--- config.mk ---
export PLATFORM = sky130hd
export DESIGN_NAME = iterative_muldiv
export DESIGN_NICKNAME = d
export VERILOG_FILES = /design/src/rtl/muldiv_pkg.sv /design/src/rtl/muldiv_step.sv /design/src/rtl/iterative_muldiv.sv
export SDC_FILE = /design/constraint.sdc
export NUM_CORES = 1
export LEC_CHECK = 0
export BUFFER_PORTS_ARGS = -buffer_cell sky130_fd_sc_hd__buf_4
export CAP_MARGIN = 20
export CELL_PAD_IN_SITES_DETAIL_PLACEMENT = 0
export CELL_PAD_IN_SITES_GLOBAL_PLACEMENT = 1
export CORE_UTILIZATION = 40
export CTS_CLUSTER_DIAMETER = 120
export DETAILED_ROUTE_END_ITERATION = 16
export HOLD_SLACK_MARGIN = 0.1
export PLACE_DENSITY = 0.76
export SETUP_SLACK_MARGIN = 0.5
export SLEW_MARGIN = 0
export SYNTH_ARGS = -nofsm -noshare
export SYNTH_HDL_FRONTEND = slang
export SYNTH_SLANG_ARGS = --single-unit
--- constraint.sdc ---
create_clock -name clk -period 2.6 [get_ports clk]
set_clock_uncertainty 0.1 [all_clocks]
set_input_delay 0.26 -clock clk [delete_from_list [all_inputs] [get_ports clk]]
set_output_delay 0.26 -clock clk [all_outputs]
set_load 0.02 [all_outputs]
--- src/rtl/muldiv_pkg.sv ---
// Shared types and constants for the iterative multiply/divide unit.
`timescale 1ns/1ps
package muldiv_pkg;

    localparam int MULDIV_DATA_W = 8;
    localparam int MULDIV_ADDR_W = 3;
    localparam int MULDIV_ITERS  = MULDIV_DATA_W;

    localparam logic [MULDIV_DATA_W-1:0] DIV0_QUOTIENT = 8'hFF;

    localparam logic OP_MUL = 1'b0;
    localparam logic OP_DIV = 1'b1;

    typedef enum logic [1:0] {
        IDLE  = 2'd0,
        CALC  = 2'd1,
        WB_LO = 2'd2,
        WB_HI = 2'd3
    } stateT;

endpackage

--- src/rtl/muldiv_step.sv ---
// One combinational iteration of the shift-add multiplier or restoring divider.
// The accumulator is {upper, lower}: for MUL {partial product, remaining
// multiplier bits}; for DIV {remainder, dividend bits / quotient bits}.
// For DIV the quotient bit is returned separately and accOut[0] is left 0.
`timescale 1ns/1ps
module muldiv_step
    import muldiv_pkg::*;
#(
    parameter int DATA_W = MULDIV_DATA_W
) (
    input  logic [2*DATA_W-1:0] accIn,
    input  logic [DATA_W-1:0]   operand,
    input  logic                op,
    output logic [2*DATA_W-1:0] accOut,
    output logic                qBit
);

    logic [DATA_W:0]   mulSum;
    logic [DATA_W:0]   divTrial;
    logic [DATA_W-1:0] divDiff;

    // Single iteration for either operation
    always_comb begin
        // MUL: add multiplicand when the current multiplier LSB is set, then shift right
        mulSum   = {1'b0, accIn[2*DATA_W-1:DATA_W]} + (accIn[0] ? {1'b0, operand} : '0);
        // DIV: shift the next dividend bit into the remainder and trial-subtract
        divTrial = {accIn[2*DATA_W-1:DATA_W], accIn[DATA_W-1]};
        divDiff  = divTrial[DATA_W-1:0] - operand;
        qBit     = 1'b0;
        if (op == OP_DIV) begin
            qBit   = (divTrial >= {1'b0, operand});
            accOut = {(qBit ? divDiff : divTrial[DATA_W-1:0]), accIn[DATA_W-2:0], 1'b0};
        end else begin
            accOut = {mulSum, accIn[DATA_W-1:1]};
        end
    end

endmodule

--- src/rtl/iterative_muldiv.sv ---
// Multi-cycle unsigned 8-bit multiply/divide unit with a two-cycle register
// bank write-back (low byte/quotient, then high byte/remainder).
// Optional feature macro: ITERATIVE_MULDIV_DIV_EN enables the divide path,
// the divide-by-zero shortcut and the divByZero flag; otherwise every
// request is a multiply and divByZero reads 0.
`timescale 1ns/1ps
module iterative_muldiv
    import muldiv_pkg::*;
#(
    parameter int DATA_W = MULDIV_DATA_W,
    parameter int ADDR_W = MULDIV_ADDR_W
) (
    input  logic              clk,
    input  logic              rstN,
    input  logic              start,
    input  logic              op,
    input  logic [DATA_W-1:0] operandA,
    input  logic [DATA_W-1:0] operandB,
    input  logic [ADDR_W-1:0] destReg,
    output logic              busy,
    output logic              done,
    output logic              divByZero,
    output logic              regWrite,
    output logic [ADDR_W-1:0] writeRegister,
    output logic [DATA_W-1:0] writeData
);

    localparam int CNT_W = $clog2(MULDIV_ITERS + 1);
`ifdef ITERATIVE_MULDIV_DIV_EN
    localparam logic DIV_EN = 1'b1;
`else
    localparam logic DIV_EN = 1'b0;
`endif

    stateT               state, stateNext;
    logic [2*DATA_W-1:0] acc, accNext, stepAcc;
    logic                stepQBit;
    logic [DATA_W-1:0]   stepOperand;
    logic                opQ;
    logic [ADDR_W-1:0]   destQ;
    logic [CNT_W-1:0]    cnt, cntNext;
    logic                regWriteNext, doneNext;
    logic [ADDR_W-1:0]   writeRegisterNext;
    logic [DATA_W-1:0]   writeDataNext;
    logic                accept, reqDiv, reqDiv0;

    assign accept  = (state == IDLE) && start;
    assign reqDiv  = DIV_EN && (op == OP_DIV);
    assign reqDiv0 = reqDiv && (operandB == '0);
    assign busy    = (state != IDLE);

    muldiv_step #(.DATA_W(DATA_W)) uStep (
        .accIn  (acc),
        .operand(stepOperand),
        .op     (opQ),
        .accOut (stepAcc),
        .qBit   (stepQBit)
    );

    // Next state, datapath update and next value of the registered write port
    always_comb begin
        stateNext         = state;
        accNext           = acc;
        cntNext           = cnt;
        regWriteNext      = 1'b0;
        writeRegisterNext = '0;
        writeDataNext     = '0;
        doneNext          = 1'b0;
        case (state)
            IDLE: begin
                if (accept) begin
                    if (reqDiv0) begin
                        // Skip iteration: quotient all-ones, remainder = dividend
                        stateNext         = WB_LO;
                        accNext           = {operandA, DATA_W'(DIV0_QUOTIENT)};
                        regWriteNext      = 1'b1;
                        writeRegisterNext = destReg;
                        writeDataNext     = DATA_W'(DIV0_QUOTIENT);
                    end else begin
                        stateNext = CALC;
                        accNext   = {{DATA_W{1'b0}}, (reqDiv ? operandA : operandB)};
                        cntNext   = CNT_W'(MULDIV_ITERS);
                    end
                end
            end
            CALC: begin
                accNext = {stepAcc[2*DATA_W-1:1], stepAcc[0] | stepQBit};
                cntNext = cnt - CNT_W'(1);
                if (cnt == CNT_W'(1)) begin
                    stateNext         = WB_LO;
                    regWriteNext      = 1'b1;
                    writeRegisterNext = destQ;
                    writeDataNext     = accNext[DATA_W-1:0];
                end
            end
            WB_LO: begin
                stateNext         = WB_HI;
                regWriteNext      = 1'b1;
                writeRegisterNext = destQ + ADDR_W'(1);
                writeDataNext     = acc[2*DATA_W-1:DATA_W];
                doneNext          = 1'b1;
            end
            WB_HI: begin
                stateNext = IDLE;
            end
            default: begin
                stateNext = IDLE;
            end
        endcase
    end

    // State, datapath and registered write-port outputs
    always_ff @(posedge clk or negedge rstN) begin
        if (!rstN) begin
            state         <= IDLE;
            acc           <= '0;
            cnt           <= '0;
            opQ           <= OP_MUL;
            destQ         <= '0;
            stepOperand   <= '0;
            regWrite      <= 1'b0;
            writeRegister <= '0;
            writeData     <= '0;
            done          <= 1'b0;
        end else begin
            state         <= stateNext;
            acc           <= accNext;
            cnt           <= cntNext;
            regWrite      <= regWriteNext;
            writeRegister <= writeRegisterNext;
            writeData     <= writeDataNext;
            done          <= doneNext;
            if (accept) begin
                opQ         <= reqDiv ? OP_DIV : OP_MUL;
                destQ       <= destReg;
                stepOperand <= reqDiv ? operandB : operandA;
            end
        end
    end

`ifdef ITERATIVE_MULDIV_DIV_EN
    // Sticky divide-by-zero flag, re-evaluated on every accepted request
    always_ff @(posedge clk or negedge rstN) begin
        if (!rstN) begin
            divByZero <= 1'b0;
        end else if (accept) begin
            divByZero <= reqDiv0;
        end
    end
`else
    assign divByZero = 1'b0;
`endif

endmodule

# ---- After elaboration in Yosys (flattened, before gate mapping)
# Cells that the tools add are included.
dict set report totals {
  ff_bits 46
}
dict set report op_classes {
  n_reduce_logical 6
  add_sub_neg 3
  eq_ne 6
  n_mux 15
}
# operator n
set ops {}
lappend ops {{16-bit case mux with 2 select lines} 1}
lappend ops {{16-bit 2-to-1 mux} 1}
lappend ops {{8-bit 2-to-1 mux} 2}
lappend ops {{8-bit case mux with 2 select lines} 1}
lappend ops {{8-bit by 9-bit adder with 9-bit output} 1}
lappend ops {{2-bit case mux with 4 select lines} 1}
lappend ops {{4-bit case mux with 2 select lines} 1}
lappend ops {{3-bit case mux with 2 select lines} 1}
lappend ops {{2-bit == test, second input constant} 2}
lappend ops {{4-bit by 1-bit == test with 1-bit output, second input constant} 1}
lappend ops {{2-bit 2-to-1 mux} 2}
lappend ops {{4-bit 2-to-1 mux} 1}
lappend ops {{2-bit inequality test, second input constant} 2}
lappend ops {{2-bit AND reduction} 2}
lappend ops {{2-bit nonzero test} 2}
lappend ops {{4-bit by 1-bit subtractor with 4-bit output, second input constant} 1}
lappend ops {{3-bit by 1-bit adder with 3-bit output, second input constant} 1}
lappend ops {{3-bit 2-to-1 mux} 1}
lappend ops {{2-bit by 1-bit == test with 1-bit output, second input constant} 1}
lappend ops {{2-bit zero test} 1}
lappend ops {{1-bit 2-to-1 mux} 2}
lappend ops {{1-bit case mux with 2 select lines} 1}
lappend ops {{1-bit logical AND} 1}

# ---- Longest topological paths before layout
dict set report logic_depth {
  ltp_word 4
  depth_mapped 7
  depth_no_buf 7
}

# ---- Cells and area by module
# A second synthesis with hierarchy kept.
dict set report hier_totals {
  cells_unflattened 301
  area_unflattened_um2 2955.3
}
# mod cells_each area_per_inst_um2 n_inst
set by_module_without_submodules {}
lappend by_module_without_submodules {iterative_muldiv 165 1990.7 1}
lappend by_module_without_submodules {muldiv_step 136 964.7 1}

# ---- Worst setup path after synthesis
# Ideal clock, no wire load.
dict set report synth_timing {
  path_type {reg-to-reg}
  from {reg acc[0]}
  to {reg acc[15]}
  path_buffers 0
  arrival_time_ns 1.663
  path_stages_with_launch 8
  path_slack_ns 0.707
  t_required_ns 2.370
  path_cell_list {dfrtp_1 -> and2_1 -> ha_1 -> fa_1 -> a21oi_1 -> o211ai_1 -> a21oi_1 -> o21ai_0}
}
dict set report synth_between {
  elab_chain_len 3
}
# element line
set synth_lines {}
lappend synth_lines {{from (decl)} iterative_muldiv.sv:36} ;# logic [2*DATA_W-1:0] acc, accNext, stepAcc;
lappend synth_lines {{from (signal assigned)} iterative_muldiv.sv:127} ;# acc <= accNext;
lappend synth_lines {{8-bit 2-to-1 mux} muldiv_step.sv:25} ;# mulSum = {1'b0, accIn[2*DATA_W-1:DATA_W]} + (accIn[0] ? {1'b0, operand} : '0);
lappend synth_lines {{8-bit by 9-bit adder with 9-bit output} muldiv_step.sv:25}
lappend synth_lines {{16-bit case mux with 2 select lines} iterative_muldiv.sv:69} ;# case (state)
# Every way passes these cells.
# A chain may end at the register's enable or synchronous reset.

# ---- Final worst setup path
dict set report layout_timing {
  from {reg acc[0]}
  to {reg acc[12]}
}
# Same word-level chain as after synthesis.

==> results.sh <==
export IMPL_start_util=0.419
export IMPL_synthArstFlopShare=1.00
export IMPL_wl_per_cell_um=13.6
export IMPL_worstSetupPathType="reg2reg"
export IMPL_switchingPower_mw=1.20
export IMPL_die_area_um2=6150
export IMPL_worst_ir_drop_vdd_v=0.000382
export IMPL_grt_pass1_vias=1600
export IMPL_switching_share=0.391
export IMPL_clockBufferDepth=2
export IMPL_synth_compound_area_frac=0.147
export IMPL_synth_adder_area_share=0.0836
export IMPL_worstPathArrival_ps=2090
export IMPL_drive_above_1_share=0.250
export IMPL_pwr_share_clk=0.131
export IMPL_synthXorXnorAreaFrac=0.0150
export IMPL_nets=298
export IMPL_ctsHtreeMaxLevel=2
export IMPL_start_kind="flip-flop"
export IMPL_port_buffers=35
export IMPL_cts_tree="built"
export IMPL_syn_inst=213
export IMPL_yosys_register_bits=46
export IMPL_worst_pin_slew_ps=568
export IMPL_max_cap_violations=0
export IMPL_grt_ovfl_total=0
export IMPL_p_seq_frac=0.386
export IMPL_intPower_mw=1.87
export IMPL_grt_max_degree=47
export IMPL_finalPower_mw=3.06
export IMPL_io_pins=38
export IMPL_grt_use_total=0.161
export IMPL_firstDrtPassIters=4
export IMPL_place_gp_congestion=0.713
export IMPL_p_leak_nw=1.32
export IMPL_synthToLayoutAreaGrowth_pct=22.8
export IMPL_synth_nets=251
export IMPL_die_w_um=78.4
export IMPL_slew_headroom=0.621
export IMPL_synth_edf_count=0
export IMPL_synth_simple_area_share=0.137
export IMPL_antenna_found_initial=0
export IMPL_core_um2=5570
export IMPL_power_density_nw_per_um2=1070
export IMPL_setup_viol=0
export IMPL_crit_path_max_fanout=6
export IMPL_status="complete, no violations"
export IMPL_drt_iter0_drc=73
export IMPL_instances_no_fill=332
export IMPL_rsz0062_at_grt="yes"
export IMPL_dp_cells=313
export IMPL_syn_area_per_cell_um2=11.0
export IMPL_ant_nets=0
export IMPL_min_period_over_period=0.754
export IMPL_drc=0
export IMPL_viasPerCell=5.11
export IMPL_antenna_cells=0
export IMPL_clk_pin_slew_ps=80
export IMPL_yosysWarnings=0
export IMPL_fmax_mhz=510
export IMPL_required_ps=2730
export IMPL_insertion_delay_ps=290
export IMPL_syn_area_um2=2330
export IMPL_synth_mux_area_frac=0.0922
export IMPL_critPathCaptureType="flip-flop"
export IMPL_hold_viol=0
export IMPL_rows=27
export IMPL_report_final_slew_viol_count=0
export IMPL_synth_top_family_by_area="compound AO/OA/AOI/OAI gates"
export IMPL_grt_first_pass_wirelength_um=7650
export IMPL_holdCritPathClass="in2reg"
export IMPL_cts_sinks=46
export IMPL_final_setup_tns_ps=0
export IMPL_power_frac_comb=0.483
export IMPL_die_height_um=78.4
export IMPL_dr_total_vias=1696
export IMPL_fin_crit_ps=1960
export IMPL_wl_um=4520
export IMPL_synth_main_ff_cell="dfrtp_1"
export IMPL_final_util=0.514
export IMPL_synth_distinct_cells=40
export IMPL_cts_root_buf="clkbuf_8"
export IMPL_post_dp_hpwl_um=3190
export IMPL_numCtsBuffers=5
export IMPL_ys_seq_area_frac=0.493
power groups by stage:
stage / Combinational [mW] / Clock (mW) / Sequential (mW)
after floorplan: 1.07 / 0 / 1.20
after global placement: 1.43 / 0 / 1.19
after detailed placement: 1.45 / 0 / 1.20
after CTS: 1.47 / 0.420 / 1.19
after global routing: 1.68 / 0.444 / 1.22
final: 1.48 / 0.403 / 1.18
sequential cells by signal, summed over array words and instances, names as in the netlist, 2 cells and up:
register,count
writeData,8
acc,16
cnt,4
writeRegister,3
stepOperand,8
state,2
destQ,3
cell type report:
class / count / area, um^2
Fill cell: 510 / 2710
Inverter: 7 / 26.3
Tap cell: 72 / 90.1
Clock buffer: 5 / 68.8
Timing Repair Buffer: 49 / 393
Multi-Input combinational cell: 151 / 1130
Sequential cell: 46 / 1150
Clock inverter: 2 / 10.0
cell usage in the layout, fill, tap and decap left out, types with 9 or more instances in the layout:
cell type,n
mux2_2,12
ha_1,14
a22oi_1,14
dlygate4sd3_1,11
o21ai_0,14
nor2b_1,12
and2_1,9
buf_4,37
nand2_1,15
dfrtp_1,45
metal layers:
metal | up-vias | global-route usage | routed length, um
met5 | - | 0 | 0
met2 | 32 | 0.263 | 2150
met4 | 0 | 0.0444 | 42
li1 | 852 | - | -
met1 | 807 | 0.218 | 2190
met3 | 5 | 0.0314 | 139
through the flow:
step                      setup WS, ps  hold slack (ps)  cell area (um^2)
after global routing               498              103              2870
after global placement             518              200              2660
after detailed placement           509              203              2660
after CTS                          532              102              2850
final                              641              107              2870
after floorplan                    707             -136              2330
critical path, stage by stage (launching register included):
cell	delay [ps]
dfrtp_2	440
and2_1	150
ha_1	350
a21oi_2	180
a21oi_1	120
or4_1	470
nand3_1	90
worst paths after layout:
| path | to | slack, ps | start | cells after the start |
|---|---|---|---|---|
| setup reg to reg | acc[12]$_DFFE_PN0P_ | 640 | acc[0]$_DFFE_PN0P_ | 6 |
| setup / recovery | acc[12]$_DFFE_PN0P_ | 640 | acc[0]$_DFFE_PN0P_ | 6 |
| max in group asynchronous | acc[0]$_DFFE_PN0P_ | 1570 | rstN | 2 |
| hold / removal | stepOperand[0]$_DFFE_PN0P_ | 110 | operandA[0] | 2 |
| min in group asynchronous | state[0]$_DFFE_PN0P_ | 400 | rstN | 2 |
| hold reg to reg | cnt[3]$_DFFE_PN0P_ | 380 | cnt[3]$_DFFE_PN0P_ | 1 |
cells by family (layout without fill, tap and decap cells):
kind of cell	count (synthesis)	in the layout
flops	46	46
compound gates	53	53
other cells	1	1
buf+inv	16	63
fa+ha+maj	15	15
simple gates	58	58
xor+xnor	4	4
mux	20	20
repair_timing:
action,4_1_cts,5_1_grt
pin swaps,0,1
hold buffers,11,0
setup endpoints to repair,2,5
cloned,0,0
gates resized for setup,1,4
hold endpoints to repair,56,0
buffers inserted,0,1
cells in the mapped netlist, drive strengths merged (2+ instances only):
library cell | number | area, um^2
inv | 7 | 26.3
o21ai | 14 | 70.1
mux2i | 8 | 80.1
nand2b | 2 | 20.0
nor2b | 12 | 75.1
a22o | 2 | 17.5
xnor2 | 3 | 26.3
buf | 7 | 37.5
mux2 | 12 | 135
o31ai | 2 | 15.0
nor2 | 6 | 22.5
a21boi | 2 | 15.0
and3 | 5 | 31.3
a22oi | 14 | 105
nand2 | 16 | 67.6
ha | 14 | 175
and2 | 9 | 56.3
nand3 | 4 | 20.0
clkbuf | 2 | 7.51
a21oi | 11 | 55.1
dfrtp | 46 | 1150
Power figures use the tool's default switching activity.
